## config.mk

```make
export PLATFORM = sky130hd
export DESIGN_NAME = wb_interconnect
export DESIGN_NICKNAME = d
export VERILOG_FILES = /design/src/rtl/wb_pkg.sv /design/src/rtl/wb_addr_decode.sv /design/src/rtl/wb_interconnect.sv
export SDC_FILE = /design/constraint.sdc
export NUM_CORES = 1
export LEC_CHECK = 0
export ABC_AREA = 1
export CORE_AREA = 2 2 126 128
export CTS_BUF_LIST = sky130_fd_sc_hd__clkbuf_4
export DETAILED_ROUTE_END_ITERATION = 10
export DIE_AREA = 0 0 128 130
export DONT_BUFFER_PORTS = 1
export PLACE_DENSITY = 0.39
export SLEW_MARGIN = 40
export SYNTH_ARGS = -nofsm -noshare
export SYNTH_HDL_FRONTEND = slang
export SYNTH_SLANG_ARGS = --single-unit
```

## constraint.sdc

```tcl
create_clock -name clk_i -period 2.4 [get_ports clk_i]
set_clock_uncertainty 0.2 [all_clocks]
set_input_delay 0 -clock clk_i [delete_from_list [all_inputs] [get_ports clk_i]]
set_output_delay 0 -clock clk_i [all_outputs]
set_load 0.05 [all_outputs]
```

## src/rtl/wb_pkg.sv

```systemverilog
// Shared types for the 2x2 Wishbone B4 classic interconnect: FSM states,
// master/slave indices and the per-slave response bundle.
package wb_pkg;

    typedef enum logic {
        IDLE = 1'b0,
        BUSY = 1'b1
    } state_t;

    localparam int N_MST = 2;
    localparam int N_SLV = 2;
    localparam int M0    = 0;
    localparam int M1    = 1;
    localparam int S0    = 0;
    localparam int S1    = 1;

    typedef struct packed {
        logic ack;
        logic err;
        logic rty;
    } wb_resp_t;

    function automatic logic [N_MST-1:0] gnt_onehot(input logic idx);
        return idx ? 2'b10 : 2'b01;
    endfunction

endpackage

```

## src/rtl/wb_addr_decode.sv

```systemverilog
// Combinational address decoder: one-hot slave select plus miss flag.
// Slave 0 wins when both windows match.
module wb_addr_decode
    import wb_pkg::*;
#(
    parameter logic [31:0] S0_BASE = 32'h1000_0000,
    parameter logic [31:0] S0_MASK = 32'hFFFF_F800,
    parameter logic [31:0] S1_BASE = 32'h4000_0000,
    parameter logic [31:0] S1_MASK = 32'hFFFF_FFF0
) (
    input  logic [31:0]      i_adr,
    output logic [N_SLV-1:0] o_sel,
    output logic             o_miss
);

    logic w_hit0;
    logic w_hit1;

    assign w_hit0    = ((i_adr & S0_MASK) == S0_BASE);
    assign w_hit1    = ((i_adr & S1_MASK) == S1_BASE);
    assign o_sel[S0] = w_hit0;
    assign o_sel[S1] = w_hit1 & ~w_hit0;
    assign o_miss    = ~(w_hit0 | w_hit1);

endmodule

```

## src/rtl/wb_interconnect.sv

```systemverilog
// 2-master x 2-slave Wishbone B4 classic interconnect with round-robin arbitration.
// Optional slave-response timeout enabled by defining WB_ICON_TIMEOUT_EN.
module wb_interconnect
    import wb_pkg::*;
#(
    parameter logic [31:0] S0_BASE = 32'h1000_0000,
    parameter logic [31:0] S0_MASK = 32'hFFFF_F800,
    parameter logic [31:0] S1_BASE = 32'h4000_0000,
    parameter logic [31:0] S1_MASK = 32'hFFFF_FFF0
`ifdef WB_ICON_TIMEOUT_EN
    ,
    parameter int          TIMEOUT = 16
`endif
) (
    input  logic        clk_i,
    input  logic        rst_ni,
    input  logic [1:0]  m_cyc_i,
    input  logic [1:0]  m_stb_i,
    input  logic [1:0]  m_we_i,
    input  logic [63:0] m_adr_i,
    input  logic [7:0]  m_sel_i,
    input  logic [63:0] m_dat_i,
    output logic [31:0] m_dat_o,
    output logic [1:0]  m_ack_o,
    output logic [1:0]  m_err_o,
    output logic [1:0]  m_rty_o,
    output logic        s_cyc_o,
    output logic [1:0]  s_stb_o,
    output logic        s_we_o,
    output logic [31:0] s_adr_o,
    output logic [3:0]  s_sel_o,
    output logic [31:0] s_dat_o,
    input  logic [63:0] s_dat_i,
    input  logic [1:0]  s_ack_i,
    input  logic [1:0]  s_err_i,
    input  logic [1:0]  s_rty_i
);

    state_t r_state;
    state_t w_state_nxt;
    logic   r_grant;
    logic   w_grant_nxt;
    logic   r_last_grant;
    logic   w_last_nxt;

    logic        w_gnt_cyc;
    logic        w_gnt_stb;
    logic        w_gnt_we;
    logic [31:0] w_gnt_adr;
    logic [3:0]  w_gnt_sel;
    logic [31:0] w_gnt_dat;
    logic        w_act;

    logic [N_SLV-1:0] w_sel;
    logic             w_miss;
    wb_resp_t         w_resp;
    logic [31:0]      w_rdata;
    logic             r_miss_err;
    logic             w_to_err;
    logic [1:0]       w_gnt_vec;

    always_ff @(posedge clk_i or negedge rst_ni) begin
        if (!rst_ni) begin
            r_state      <= IDLE;
            r_grant      <= 1'b0;
            r_last_grant <= 1'b1;
        end else begin
            r_state      <= w_state_nxt;
            r_grant      <= w_grant_nxt;
            r_last_grant <= w_last_nxt;
        end
    end

    // Tie goes to whichever master was not served last; the grant holds until its cyc drops.
    always_comb begin
        w_state_nxt = r_state;
        w_grant_nxt = r_grant;
        w_last_nxt  = r_last_grant;
        case (r_state)
            IDLE: begin
                if (|m_cyc_i) begin
                    w_state_nxt = BUSY;
                    w_grant_nxt = (&m_cyc_i) ? ~r_last_grant : m_cyc_i[M1];
                end
            end
            BUSY: begin
                if (!w_gnt_cyc) begin
                    w_state_nxt = IDLE;
                    w_last_nxt  = r_grant;
                end
            end
            default: w_state_nxt = IDLE;
        endcase
    end

    assign w_gnt_cyc = m_cyc_i[r_grant];
    assign w_gnt_stb = m_stb_i[r_grant];
    assign w_gnt_we  = m_we_i[r_grant];
    assign w_gnt_adr = r_grant ? m_adr_i[63:32] : m_adr_i[31:0];
    assign w_gnt_sel = r_grant ? m_sel_i[7:4]   : m_sel_i[3:0];
    assign w_gnt_dat = r_grant ? m_dat_i[63:32] : m_dat_i[31:0];

    // State resets asynchronously, so everything gated by w_act drops the moment rst_ni falls.
    assign w_act = (r_state == BUSY) & w_gnt_cyc;

    wb_addr_decode #(
        .S0_BASE (S0_BASE),
        .S0_MASK (S0_MASK),
        .S1_BASE (S1_BASE),
        .S1_MASK (S1_MASK)
    ) u_decode (
        .i_adr  (w_gnt_adr),
        .o_sel  (w_sel),
        .o_miss (w_miss)
    );

    assign s_cyc_o = w_act;
    assign s_stb_o = (w_act & w_gnt_stb) ? w_sel : 2'b00;
    assign s_we_o  = w_act & w_gnt_we;
    assign s_adr_o = w_act ? w_gnt_adr : 32'h0;
    assign s_sel_o = w_act ? w_gnt_sel : 4'h0;
    assign s_dat_o = w_act ? w_gnt_dat : 32'h0;

    always_comb begin
        w_resp  = '0;
        w_rdata = 32'h0;
        if (w_sel[S0]) begin
            w_resp  = '{ack: s_ack_i[S0], err: s_err_i[S0], rty: s_rty_i[S0]};
            w_rdata = s_dat_i[31:0];
        end else if (w_sel[S1]) begin
            w_resp  = '{ack: s_ack_i[S1], err: s_err_i[S1], rty: s_rty_i[S1]};
            w_rdata = s_dat_i[63:32];
        end
    end

    // Unmapped strobe: one-cycle err, re-armed every other cycle while stb stays high.
    always_ff @(posedge clk_i or negedge rst_ni) begin
        if (!rst_ni) begin
            r_miss_err <= 1'b0;
        end else begin
            r_miss_err <= w_act & w_gnt_stb & w_miss & ~r_miss_err;
        end
    end

`ifdef WB_ICON_TIMEOUT_EN
    localparam int CNT_W = $clog2(TIMEOUT + 1);

    logic [CNT_W-1:0] r_to_cnt;
    logic             r_to_err;
    logic             w_to_run;

    assign w_to_run = w_act & w_gnt_stb & (|w_sel) & ~r_to_err
                    & ~(w_resp.ack | w_resp.err | w_resp.rty);

    always_ff @(posedge clk_i or negedge rst_ni) begin
        if (!rst_ni) begin
            r_to_cnt <= '0;
            r_to_err <= 1'b0;
        end else if (w_to_run) begin
            if (r_to_cnt == CNT_W'(TIMEOUT - 1)) begin
                r_to_cnt <= '0;
                r_to_err <= 1'b1;
            end else begin
                r_to_cnt <= r_to_cnt + 1'b1;
                r_to_err <= 1'b0;
            end
        end else begin
            r_to_cnt <= '0;
            r_to_err <= 1'b0;
        end
    end

    assign w_to_err = r_to_err;
`else
    assign w_to_err = 1'b0;
`endif

    assign w_gnt_vec = gnt_onehot(r_grant);
    assign m_ack_o   = (w_act & w_resp.ack) ? w_gnt_vec : 2'b00;
    assign m_err_o   = (w_act & (w_resp.err | r_miss_err | w_to_err)) ? w_gnt_vec : 2'b00;
    assign m_rty_o   = (w_act & w_resp.rty) ? w_gnt_vec : 2'b00;
    assign m_dat_o   = w_act ? w_rdata : 32'h0;

    // A slave driving ack and err together is passed through but flagged here.
    a_ack_err_excl: assert property (@(posedge clk_i) disable iff (!rst_ni)
        !(w_act && w_resp.ack && w_resp.err));

endmodule

```

---- Yosys cells after proc, flatten, opt, wreduce, memory -nomap -nowiden ----
Index checks and enable logic that the tools add are counted.
word-level totals
  output and inout port bits .............. 110
  register bits ........................... 4
  input bits .............................. 214
cells by class
  multiplexer cells ....................... 26
  bitwise gates (word level) .............. 17
  eq/ne operators ......................... 2
  magnitude comparators ................... 1
  reduce and logical (&&, ||, !) cells .... 4
operators with widths
  kind                  number
  $mux 32               7
  $eq 28x27->1 const B  1
  $eq 21x18->1 const B  1
  $mux 2                5
  $and 1x1->1           9
  $mux 1                9
  $mux 4                2
  $mux 3                2
  $not 1->1             6
  $reduce_and 2->1      3
  $lt 1x2->1 const B    1
  $or 1x1->1            2
  $pmux 1 s2            1
  $reduce_or 2->1       1

---- Depth between registers and ports, before layout ----
  depth after elaboration ................. 9
  mapped depth ............................ 14

---- Modules after synthesis ----
From an unflattened synthesis, not the netlist that was laid out.
second synthesis, totals
  cells, all modules ...................... 459
  area total of the unflattened synthesis .. 2434.8 sq um
by module, submodules not included
  module           area each (sq um)  instances  cells each  seq. area each (sq um)
  wb_interconnect  2273.4             1          420         101.3
  wb_addr_decode   161.4              1          39          0.0

---- Worst setup path after synthesis ----
No wires, ideal clock.
  path kind ............................... reg2out
  from .................................... register r_grant
  to ...................................... output port m_ack_o[0]
  cell stages (with the launch flop) ...... 10
  data arrival time ....................... 2455 ps
  data required time ...................... 2200 ps
  setup slack ............................. -255 ps
  buffers on the path ..................... 4
  cell sequence ........................... dfrtp_1 -> buf_6 -> buf_6 -> buf_2 -> o21ai_0 -> nand2_1 -> clkbuf_1 -> inv_1 -> nand2_1 -> nor2_1
between the ends
  elaborated cells on any way between the ends .. 13
  classes of those cells .................. eq/ne (2); mux (7); bitwise (4)
RTL lines
  what                                        RTL line                source
  from (decl)                                 wb_interconnect.sv:41   logic r_grant;
  from (signal assigned)                      wb_interconnect.sv:69   r_grant <= w_grant_nxt;
  $mux 1 (not written as such) (2 in series)  wb_interconnect.sv:96   assign w_gnt_cyc = m_cyc_i[r_grant];
  $and 1x1->1                                 wb_interconnect.sv:104  assign w_act = (r_state == BUSY) & w_gnt_cyc;
  named net s_cyc_o                           wb_interconnect.sv:27   output logic s_cyc_o,
  $and 1x1->1                                 wb_interconnect.sv:179  assign m_ack_o = (w_act & w_resp.ack) ? w_gnt_vec : 2'b00;
  $mux 2                                      wb_interconnect.sv:179
  to (decl)                                   wb_interconnect.sv:24   output logic [1:0] m_ack_o,
The timed path passes the listed nets, and every way through them passes these cells. The select of a mux whose other input is x is not followed.

---- Worst setup path after layout ----
  from .................................... register r_grant
  to ...................................... output port m_dat_o[30]
between the ends
  longest elaborated chain between the ends .. 7
  elaborated cells on any way between the ends .. 11
  classes of those cells .................. eq/ne (2); mux (6); bitwise (3)
RTL lines
  what          RTL line                source
  $mux 32       wb_interconnect.sv:99   assign w_gnt_adr = r_grant ? m_adr_i[63:32] : m_adr_i[31:0];
  $eq 21x18->1  wb_addr_decode.sv:19    assign w_hit0 = ((i_adr & S0_MASK) == S0_BASE);
  $not 1->1     wb_addr_decode.sv:22    assign o_sel[S1] = w_hit1 & ~w_hit0;
  $and 1x1->1   wb_addr_decode.sv:22
  $mux 32       wb_interconnect.sv:130  end else if (w_sel[S1]) begin
  $mux 32       wb_interconnect.sv:127  if (w_sel[S0]) begin
  $mux 32 *     wb_interconnect.sv:182  assign m_dat_o = w_act ? w_rdata : 32'h0;
  to (decl)     wb_interconnect.sv:23   output logic [31:0] m_dat_o,
Mark *: on every way between the ends. The rest lies on a longest branch, timed or not. The select of a mux whose other input is x is not followed.

==> impl_metrics.ini <==
[run_status]
outcome = finished with violations
violations = setup timing

[detailed_routing]
routed-wl-met3_um = 873
ant_nets = 0
avgRoutedWirePerCell_um = 17.8
num_vias = 3992
first_iter_violations = 117
wl_um = 15800
dr.pass1.iters = 4
drt-met1-wl_um = 6440
drc = 0
viasPerCell = 4.50
met2_length_um = 8270
dr.max_layer_used = met4

[timing]
worstMarginPinSlew_ns = 0.456
setup_tns_ns = -9.43
holdWs_ns = 0.0469
setup_ws_ns = -0.296
maxSlewViolCount = 0
setup_violations = 39
fmax_ghz = 0.371
rsz0062_at_grt = true
max-slew-margin-rel_pct = 69.6
min_period_ns = 2.70
period_share_pct = 112
hold_viol = 0

[critical_path]
critPathTopFamily = simple AND/OR/NAND/NOR gates
crit_fanout = 17
crit_required_ns = 2.20
worstSetupPathDepth = 13
start_kind = register
crit_path_end_kind = output port
critPathLaunch = r_grant
r2r_slack_ns = 0
crit_chain = buf_12 > buf_8 > nand2_4 > nand2_4 > inv_2 > nand2_2 > nor2_4 > nand2_4 > nor3_4 > buf_6 > nand2_1 > a21oi_2 > buf_12
path_buf_inv = 5
r2r_start = r_grant
slowest_stage = dfrtp_4
crit_type = reg2out
reg2reg_depth = 14
max_stage_delay_ns = 0.48
crit_path_end = m_dat_o[30]
arrival_ns = 2.50
r2r_end = r_miss_err
crit_top_cell = nand2_4

[floorplan]
io_pins = 324
die_area_sq_um = 16600
die_y_um = 130
fp-row-count = 46
fp.coreArea_sq_um = 15400
dieWidth_um = 128
start_util_pct = 15.8

[cts]
root_buffer = clkbuf_4
clock_latency_ns = 0.25
cts.sinks = 4
cts-htree-levels = 1
cts_max_path_buffers = 2
cts_buffers = 3
cts.clk_slew.worst_paths_ns = 0.04
cts_tree = yes

[placement]
dp_worst_setup_slack_ns = -0.0709
place_congestion = 0.785
port_buffers = 0
hpwlAfterDp_um = 10700
placed_cell_area_sq_um = 4550

[yosys]
syn_area_per_cell_sq_um = 4.58
synth_cell_types = 26
yosysSeqAreaShare_pct = 4.15
synthesis.instances = 533
yosys_warnings = 0
ys_ff_latch = 4
syn_area_sq_um = 2440
synthesis.nets = 747

[layout]
drive_above_1_share_pct = 50.8
nets = 910
layout_commonest_cell = nand2_1
final_cell_mix = nand2_1, buf_4, buf_12, inv_1, nand2_2
syn_to_final_growth_pct = 146
n_fill_cell = 1629
final_area_sq_um = 6020
antennaDiodeCount = 0

[global_routing]
grt_usage_pct = 15.1
antenna_found_initial = 0
grt_max_degree = 49
grt_pass1_wl_um = 19500
overflow = 0
first_global_vias = 3506

[power]
peakVddDrop_uv = 521
power_density_nw_per_um2 = 984
power.leakage_uw = 0.00269

[min_path]
hp-class = in2out

[job]
maxCapViolations = 0
-- registers in the layout (all words and copies together), names as in the netlist --
register      flops
r_miss_err        1
r_last_grant      1
r_state           1
r_grant           1
-- stage by stage --
| step | utilization, % | instances | power, uW |
|---|---|---|---|
| after global placement | 29.5 | 840 | 4570 |
| after detailed placement | 29.5 | 840 | 4560 |
| after CTS | 34.3 | 872 | 5250 |
| final | 39.0 | 887 | 5920 |
| after global routing | 39.0 | 887 | 6260 |
| after floorplan | - | 533 | 3070 |
-- layer usage --
layer	GRT usage [%]	vias up
li1	-	1941
met1	19.3	1837
met2	27.3	199
met3	1.93	15
met4	3.23	0
met5	0	-
-- synth_stat cells, drive strengths merged --
master / instances / area [sq um]
dfrtp: 3 / 75.1
o21ai: 9 / 45.0
or2: 1 / 6.26
nor3: 2 / 21.3
and2: 1 / 6.26
dfstp: 1 / 26.3
nand3: 9 / 45.0
nor2: 58 / 230
inv: 62 / 240
a21oi: 78 / 450
nand4: 1 / 6.26
buf: 24 / 196
clkbuf: 10 / 37.5
nand2: 274 / 1060
-- worst min-delay path by stage --
stage | startpoint | endpoint | slack (ns) | cells after the start
after floorplan | rst_ni | r_grant | -0.50 | 0
after global placement | rst_ni | r_state | -0.50 | 0
after detailed placement | rst_ni | r_state | -0.50 | 0
after CTS | s_dat_i[42] | m_dat_o[10] | 0.05 | 3
after global routing | s_dat_i[25] | m_dat_o[25] | 0.05 | 3
final | s_dat_i[0] | m_dat_o[0] | 0.05 | 3
-- cells by family (layout without fill, tap and decap cells) --
kind of cell / Yosys count / after routing / share of synthesized area (%)
AO/OA/AOI/OAI: 87 / 87 / 20.3
buffers and inverters: 96 / 257 / 19.4
flip-flops: 4 / 4 / 4.15
AND/OR/NAND/NOR: 346 / 347 / 56.1
-- power by group --
group | switching, uW | total [uW] | internal [uW]
clock | 34.5 | 109 | 74.1
sequential | 37.3 | 146 | 108
combinational | 3530 | 5670 | 2140
-- area by class of cell --
type,instances,area (sq um),share of cell area [%]
Timing Repair Buffer,190,2690,44.7
Tap cell,192,240,3.99
Timing Repair inverter,1,20.0,0.333
Multi-Input combinational cell,434,2680,44.4
Inverter,62,256,4.26
Clock buffer,4,30.0,0.499
Sequential cell,4,105,1.75
-- repair_timing --
item	CTS	global route
resized for setup	95	102
setup buffers	13	10
hold buffers	7	0
hold endpoints to repair	8	0
cloned	8	9
pin swaps	14	50
setup endpoints to repair	110	92
-- worst min-delay path, stage by stage --
cell	delay, ns
nand2_2	0.05
a21oi_2	0.06
buf_12	0.14
(Power assumes the default switching activity.)
